### config.mk
export PLATFORM = sky130hd
export DESIGN_NAME = gate_test_sequencer
export DESIGN_NICKNAME = d
export VERILOG_FILES = /design/src/rtl/gate_test_pkg.sv /design/src/rtl/gate_test_sequencer_settle_timer.sv /design/src/rtl/gate_test_sequencer.sv
export SDC_FILE = /design/constraint.sdc
export NUM_CORES = 1
export LEC_CHECK = 0
export CAP_MARGIN = 20
export CORE_MARGIN = 3
export CORE_UTILIZATION = 55
export CTS_CLUSTER_SIZE = 20
export DETAILED_ROUTE_END_ITERATION = 7
export DONT_BUFFER_PORTS = 1
export MAX_ROUTING_LAYER = met4
export PLACE_DENSITY_LB_ADDON = 0.2
export SLEW_MARGIN = 10
export SYNTH_ARGS = -nofsm -noshare
export SYNTH_HDL_FRONTEND = slang
export SYNTH_SLANG_ARGS = --single-unit
### constraint.sdc
create_clock -name clk -period 2 [get_ports clk]
set_clock_uncertainty 0.05 [all_clocks]
set_input_delay 0.2 -clock clk [delete_from_list [all_inputs] [get_ports clk]]
set_output_delay 0.2 -clock clk [all_outputs]
set_load 0.02 [all_outputs]
### src/rtl/gate_test_pkg.sv
// Shared definitions for the gate test sequencer.
//   state_e     : sequencer FSM states
//   OP_*        : encodings of the expected gate function (GATE_OP)
//   TMR_W       : settle counter width
//   gate_expect : golden output of a 2-input gate for a given op and {a,b}
package gate_test_pkg;

  typedef enum logic [1:0] {
    ST_IDLE   = 2'd0,
    ST_SETTLE = 2'd1,
    ST_SAMPLE = 2'd2,
    ST_DONE   = 2'd3
  } state_e;

  localparam logic [1:0] OP_AND  = 2'd0;
  localparam logic [1:0] OP_OR   = 2'd1;
  localparam logic [1:0] OP_XOR  = 2'd2;
  localparam logic [1:0] OP_NAND = 2'd3;

  localparam int TMR_W = 8;

  // ab[1] is input A, ab[0] is input B.
  function automatic logic gate_expect(input logic [1:0] op, input logic [1:0] ab);
    logic r;
    case (op)
      OP_AND:  r = ab[1] & ab[0];
      OP_OR:   r = ab[1] | ab[0];
      OP_XOR:  r = ab[1] ^ ab[0];
      default: r = ~(ab[1] & ab[0]);
    endcase
    return r;
  endfunction

endpackage

### src/rtl/gate_test_sequencer_settle_timer.sv
// settle_timer: loadable down-counter with a zero flag.
//   clk, rst_n : clock, async active-low reset (count clears to 0)
//   load       : load load_val (wins over enable)
//   load_val   : value to load
//   en         : decrement by one; holds at zero
//   zero       : count == 0
module settle_timer
  import gate_test_pkg::*;
#(
  parameter int W = TMR_W
) (
  input  logic         clk,
  input  logic         rst_n,
  input  logic         load,
  input  logic [W-1:0] load_val,
  input  logic         en,
  output logic         zero
);

  logic [W-1:0] cnt;

  always_ff @(posedge clk or negedge rst_n) begin
    if (!rst_n)                   cnt <= '0;
    else if (load)                cnt <= load_val;
    else if (en && (cnt != '0))   cnt <= cnt - 1'b1;
  end

  assign zero = (cnt == '0);

endmodule

### src/rtl/gate_test_sequencer.sv
// gate_test_sequencer: drives the four input vectors 00,01,10,11 into a
// 2-input gate, holds each for SETTLE_CYCLES cycles, samples the gate output
// and compares it with the GATE_OP function.
//   clk, rst_n  : clock, async active-low reset
//   start       : run request, honoured only in IDLE
//   abort       : cancel a run in SETTLE/SAMPLE
//   dut_c       : gate-under-test output
//   a, b        : gate inputs (registered)
//   busy        : not in IDLE
//   done        : one-cycle pulse while in DONE
//   pass        : last completed run had no mismatches
//   err_cnt     : mismatch count, 0..4
//   first_fail  : {a,b} of the first mismatching vector (0 when none)
// Every output is a flop; dut_c only reaches next-state logic.
module gate_test_sequencer
  import gate_test_pkg::*;
#(
  parameter int SETTLE_CYCLES = 4,
  parameter int GATE_OP       = 0
) (
  input  logic       clk,
  input  logic       rst_n,
  input  logic       start,
  input  logic       abort,
  input  logic       dut_c,
  output logic       a,
  output logic       b,
  output logic       busy,
  output logic       done,
  output logic       pass,
  output logic [2:0] err_cnt,
  output logic [1:0] first_fail
);

  localparam logic [1:0]       OP       = GATE_OP[1:0];
  localparam logic [TMR_W-1:0] LOAD_VAL = TMR_W'(SETTLE_CYCLES - 1);

  state_e     state, state_nx;
  logic [1:0] ab_q, ab_nx;
  logic [2:0] err_q, err_nx;
  logic [1:0] ff_q, ff_nx;
  logic       pass_q, pass_nx;
  logic       done_q, done_nx;
  logic       busy_q;
  logic       tmr_load, tmr_en, tmr_zero;

  settle_timer #(.W(TMR_W)) u_timer (
    .clk      (clk),
    .rst_n    (rst_n),
    .load     (tmr_load),
    .load_val (LOAD_VAL),
    .en       (tmr_en),
    .zero     (tmr_zero)
  );

  always_ff @(posedge clk or negedge rst_n) begin
    if (!rst_n) begin
      state  <= ST_IDLE;
      ab_q   <= 2'b00;
      err_q  <= 3'd0;
      ff_q   <= 2'b00;
      pass_q <= 1'b0;
      done_q <= 1'b0;
      busy_q <= 1'b0;
    end else begin
      state  <= state_nx;
      ab_q   <= ab_nx;
      err_q  <= err_nx;
      ff_q   <= ff_nx;
      pass_q <= pass_nx;
      done_q <= done_nx;
      // busy is registered from the next state so it stays a pure flop output
      busy_q <= (state_nx != ST_IDLE);
    end
  end

  always_comb begin
    state_nx = state;
    ab_nx    = ab_q;
    err_nx   = err_q;
    ff_nx    = ff_q;
    pass_nx  = pass_q;
    done_nx  = 1'b0;
    tmr_load = 1'b0;
    tmr_en   = 1'b0;
    case (state)
      ST_IDLE: begin
        if (start) begin
          err_nx   = 3'd0;
          ff_nx    = 2'b00;
          ab_nx    = 2'b00;
          tmr_load = 1'b1;
          state_nx = ST_SETTLE;
        end
      end
      ST_SETTLE: begin
        if (abort) begin
          ab_nx    = 2'b00;
          state_nx = ST_IDLE;
        end else if (tmr_zero) begin
          state_nx = ST_SAMPLE;
        end else begin
          tmr_en = 1'b1;
        end
      end
      ST_SAMPLE: begin
        // abort wins: the mismatch of this cycle is discarded
        if (abort) begin
          ab_nx    = 2'b00;
          state_nx = ST_IDLE;
        end else begin
          if (dut_c != gate_expect(OP, ab_q)) begin
            if (err_q < 3'd4)  err_nx = err_q + 3'd1;
            if (err_q == 3'd0) ff_nx  = ab_q;
          end
          if (ab_q == 2'b11) begin
            // pass/done land together so pass is valid during the done pulse
            ab_nx    = 2'b00;
            pass_nx  = (err_nx == 3'd0);
            done_nx  = 1'b1;
            state_nx = ST_DONE;
          end else begin
            ab_nx    = ab_q + 2'b01;
            tmr_load = 1'b1;
            state_nx = ST_SETTLE;
          end
        end
      end
      ST_DONE: state_nx = ST_IDLE;
      default: state_nx = ST_IDLE;
    endcase
  end

  assign a          = ab_q[1];
  assign b          = ab_q[0];
  assign busy       = busy_q;
  assign done       = done_q;
  assign pass       = pass_q;
  assign err_cnt    = err_q;
  assign first_fail = ff_q;

endmodule

# --- Word level (Yosys, flattened, before mapping) ---
# Cells that the tools add are included.
word_totals:
  input_bits: 5
  register_bits: 20
  latchBits: 0
  wordCells: 74
  n_memories: 0
  rom_bits: 0
  ram_bits: 0
op_classes:
  div: 0
  multipliers: 0
  muxes: 36
  bitwise: 2
  addsub: 3
  magnitude_cmp: 1
  eq_ne: 10
  n_shift: 0
  n_reduce_logical: 14
op_table:
  columns: ["op", "n"]
  rows:
  - ["two-way mux 2 bit", 12]
  - ["two-way mux 3 bit", 6]
  - ["two-way mux 8 bit", 2]
  - ["two-way mux 1 bit", 11]
  - ["!= test 2 bit (second input constant)", 5]
  - ["AND reduction 3 bit", 3]
  - ["logical NOT 8 bit", 1]
  - ["one-hot mux 2 bit (4 select lines)", 1]
  - ["nonzero test 8 bit", 1]
  - ["subtractor 8 x 1 -> 8 bit (second input constant)", 1]
  - ["equality test 2 bit (second input constant)", 3]
  - ["logical NOT 3 bit", 2]
  - ["one-hot mux 2 bit (3 select lines)", 1]
  - ["one-hot mux 3 bit (2 select lines)", 1]
  - ["nonzero test 2 bit", 3]
  - ["AND reduction 5 bit", 1]
  - ["one-hot mux 2 bit (2 select lines)", 1]
  - ["adder 3 x 1 -> 3 bit (second input constant)", 1]
  - ["less-than comparator 3 bit (second input constant)", 1]
  - ["nonzero test 3 bit", 1]
  - ["adder 2 x 1 -> 2 bit (second input constant)", 1]
  - ["equality test 2 x 1 -> 1 bit (second input constant)", 1]
  - ["logical NOT 2 bit", 1]
  - ["one-hot mux 1 bit (2 select lines)", 1]
  - ["other kinds (4)", 4]

# --- Longest topological paths before layout ---
depth:
  word_depth: 9
  ltp_mapped: 6
  mapped_depth_nobuf: 6

# --- Cells and area by module ---
# A second synthesis with hierarchy kept.
unflattened:
  cells_unflattened: 127
  hier_area_um2: 1214.9
by_module_without_submodules:
  columns: ["module", "instances", "cells_per_inst", "area_per_inst_um2", "seq_area_each_um2"]
  rows:
  - ["gate_test_sequencer", 1, 69, 686.9, 300.3]
  - ["settle_timer", 1, 58, 528.0, 200.2]

# --- Least setup slack after synthesis ---
# No wires, ideal clock.
synth_path:
  path_kind: "register -> register"
  start: "register ab_q[1]"
  end: "register u_timer.cnt[7]"
  setup_time_ps: 120
  arrival_time_ps: 1658
  required_time_ps: 1830
  setup_slack_ps: 172
  path_stages_with_launch: 6
  path_buffers: 0
  cell_sequence: "dfrtp_1 -> ha_1 -> or3b_1 -> a21oi_2 -> nor4_1 -> a31o_2"
synth_between:
  elab_chain_cells: 5
synth_lines:
  columns: ["element", "line", "source"]
  rows:
  - ["start: declaration", "gate_test_sequencer.sv:39", "logic [1:0] ab_q, ab_nx;"]
  - ["start signal: assignment", "gate_test_sequencer.sv:67", "ab_q <= ab_nx;"]
  - ["equality test 2 bit *", "gate_test_sequencer.sv:116", "if (ab_q == 2'b11) begin"]
  - ["two-way mux 1 bit *", "gate_test_sequencer.sv:116", null]
  - ["two-way mux 1 bit *", "gate_test_sequencer.sv:108", "if (abort) begin"]
  - ["one-hot mux 1 bit (2 select lines) *", "gate_test_sequencer.sv:86", "case (state)"]
  - ["two-way mux 8 bit / nonzero test 2 bit (equally long branches)", null, null]
  - ["end signal: assignment", "gate_test_sequencer_settle_timer.sv:24", "else if (load) cnt <= load_val;"]
  - ["end signal: assignment", "gate_test_sequencer_settle_timer.sv:25", "else if (en && (cnt != '0)) cnt <= cnt - 1'b1;"]
  - ["end: declaration", "gate_test_sequencer_settle_timer.sv:20", "logic [W-1:0] cnt;"]
# Mark *: on every way between the ends. The rest lies on a longest branch, timed or not.
# A chain may end at the register's enable or synchronous reset.

# --- Worst setup path in the final report ---
layout_path:
  start: "register u_timer.cnt[0]"
  end: "register u_timer.cnt[6]"
layout_between:
  elab_chain_cells: 6
layout_lines:
  columns: ["element"]
  rows:
  - ["parallel branches: the longest is 6 deep, another holds subtractor 8 x 1 -> 8 bit"]
# Several ways; the timed one is not identified. The select of a mux whose other input is x is not followed.

==> results by group <==
Synth
  – Simple-gate share of the synthesized area: 22.9%
  – Post-Synthesis Cells: 111
  – Area share of the largest cell type after synthesis: 43.6%
  – Avg Inst Size Synth: 10.3 um2
  – Compound-Gate Fraction of Synth Area: 18.8%
  – Register area share after synthesis: 43.6%
  – Largest family of logic cells by synthesized area: simple AND/OR/NAND/NOR gates
  – Unique masters post-synth: 36
  – Mux contribution to synthesized area: 2.62%
  – Syn nets: 121
  – Seq cells post-synth: 20
  – Synth Area in Adders: 5.45%
  – Yosys top cell by area: dfrtp_1
  – Mapped Area: 1150 um2
  – Synth area leaders: dfrtp_1 44%, ha_1 5.5%, a2111oi_4 4.8%, nand2_1 3.3%, nor3_1 3.1%
  – Synth Warn #: 0
  – XOR/XNOR Fraction of Synth Area: 3.82%

Clocking
  – TritonCTS buffer count: 3
  – CTS Root Cell: clkbuf_4
  – Sink Count: 20
  – CTS tree: yes
  – Worst-path clk slew: 0.11 ns
  – Worst-Skew Late Latency: 0.29 ns
  – CTS max path bufs: 2
  – H-tree depth: 1

Floorplan
  – Io pins: 15
  – Die ar.: 2670 um2
  – Die Y-Extent: 51.7 um
  – Die width: 51.7 um
  – Initial Util: 62.4%
  – Core Area: 1840 um2
  – Site Rows: 15

Outcome
  – Outcome: completed

STA
  – Max-slew violation count: 0
  – Final setup TNS: 0 ns
  – Rel. slew slack: 41.6%
  – Final Critical Period: 1.81 ns
  – RSZ-0062 raised after global routing: false
  – Setup ws final: 0.193 ns
  – Period utilization: 90.3%
  – Slew @ Worst Pin: 0.873 ns
  – Hold Violations, Final: 0
  – Max Freq: 553 MHz
  – Endpoints failing setup: 0

Worst setup path
  – Worst Setup SP: u_timer.cnt[0]
  – CP Capture Point: u_timer.cnt[6]
  – Worst R2R End: u_timer.cnt[6]
  – Flop2flop setup slack: 0.19 ns
  – WS Path Type: reg -> reg
  – Register-to-Register Path Depth: 6
  – Setup crit end kind: register
  – Setup crit start kind: register
  – CP required: 2.14 ns
  – R2r startpoint: u_timer.cnt[0]
  – CP Data Arrival Time: 1.95 ns
  – Crit-path max FO: 5

Power and ir drop
  – Worst vdd rail ir drop: 0.678 mV
  – Leak Pwr: 0.587 nW
  – Pwr dens: 942 nW/um2

Cells and area
  – Commonest cells after routing, fill and taps aside: 20 x dfrtp_1, 10 x nand2_1, 7 x nor3_1
  – Area grow syn2layout: 9.60%
  – Commonest non-fill, non-tap cell in the layout: dfrtp_1
  – Share of post-route cells with drive strength above 1: 16.1%
  – Total Nets Final: 129
  – Diodes inserted: 0
  – Post-Layout Cell Count: 143

Route
  – Vias/cell: 6.11
  – Vias: 874
  – Routed Antenna Nets: 0
  – DRT iter0 DRCs: 18
  – Routed WL: 2130 um
  – WL per Instance: 14.9 um
  – Pre-antenna DRT Iters: 4
  – DRC: 0

Global route
  – Vias in the first global route: 824
  – Gr ovfl total: 0
  – Initial antenna violation count: 0
  – First-pass GRT wire length: 3670 um
  – Largest net degree at the start of global routing: 21
  – Total GRT Usage: 18.8%

Placement
  – IO Port Bufs: 0
  – DP Cell Count: 137
  – Dpl ws: 0.209 ns
  – Final GP Congestion: 0.881
  – Dpl hpwl: 1600 um

Min path
  – Min-delay worst type: in -> reg

Run
  – # Max-Cap Violations: 0
==> registers in the layout, summed over array words and instances, names as in the netlist <==
signal       count
err_cnt          3
u_timer.cnt      8
ab_q             2
state            2
busy             1
first_fail       2
done             1
pass             1
==> kinds of logic after synthesis <==
logic type	after synthesis
flops	20
fa+ha+maj	5
compound gates	26
simple gates	44
mux	3
buf+inv	8
xor+xnor	5
==> synth_stat cells, drive strengths merged <==
library cell / instances
dfrtp: 20
a21oi: 9
mux2i: 3
clkbuf: 1
a31o: 1
or2: 2
a2111oi: 2
or3b: 3
buf: 2
a22oi: 1
o21ai: 4
and3: 1
a32o: 1
nor2b: 1
o31ai: 1
nor2: 6
nand3: 2
ha: 5
nor4: 3
nand2: 10
nor3: 7
or3: 1
xor2: 1
xnor2: 4
nand2b: 3
inv: 5
o22ai: 1
a22o: 1
a31oi: 2
a21o: 3
nor3b: 5
==> power by group <==
part	total, W	internal, W	switching [W]	leakage (nW)
logic	0.000393	0.000170	0.000223	0.299
registers	0.000566	0.000464	0.000103	0.267
clock network	0.000226	0.000111	0.000115	0.0210
total	0.00118	0.000745	0.000440	0.587
==> worst min path at each step <==
stage               slack, ns  startpoint  depth (start not counted)              to
floorplan               -0.15       rst_n                          0         ab_q[0]
finish                   0.07       abort                          3        state[1]
global route             0.07       abort                          3        state[1]
global placement        -0.15       rst_n                          0  u_timer.cnt[5]
CTS                      0.06       abort                          3        state[1]
detailed placement      -0.15       rst_n                          0  u_timer.cnt[2]
==> critical path: stages (launching register included) <==
cell and delay (ns):
dfrtp_1 0.43, inv_1 0.10, ha_1 0.18, or3b_4 0.40, a2111oi_4 0.34, xnor2_1 0.16
nor2_1 0.05
==> through the flow <==
step	area (um2)	total power, W	util (%)	hold slack, ns
global route	1260	0.00127	68.4	0.0715
global placement	1190	0.000932	65.0	-0.145
detailed placement	1190	0.000948	65.0	-0.145
floorplan	1150	0.000866	-	-0.146
CTS	1250	0.00119	68.0	0.0555
finish	1260	0.00118	68.4	0.0699
==> cell type report <==
class | instances | area, um2
tap | 25 | 31.3
sequential | 20 | 500
multi-input combinational | 83 | 621
clock buffer | 4 | 36.3
timing repair buffer | 6 | 50.0
fill | 158 | 582
inverter | 5 | 18.8
==> repair_timing <==
action                                  in CTS  in global routing
endpoints found under the hold margin       23                  0
hold buffers                                 2                  0
setup buffers                                0                  0
endpoints found under the setup margin       0                  1
gates resized for setup                      0                  1
==> routing by layer <==
layer / routed length [um] / track usage (%) / up-vias
met5: 0 / - / -
met4: 14 / 6.55 / 0
met3: 84 / 3.44 / 2
met2: 969 / 27.5 / 18
met1: 1060 / 26.3 / 438
li1: - / - / 416
Note: power is estimated with default switching activity, not from simulation.
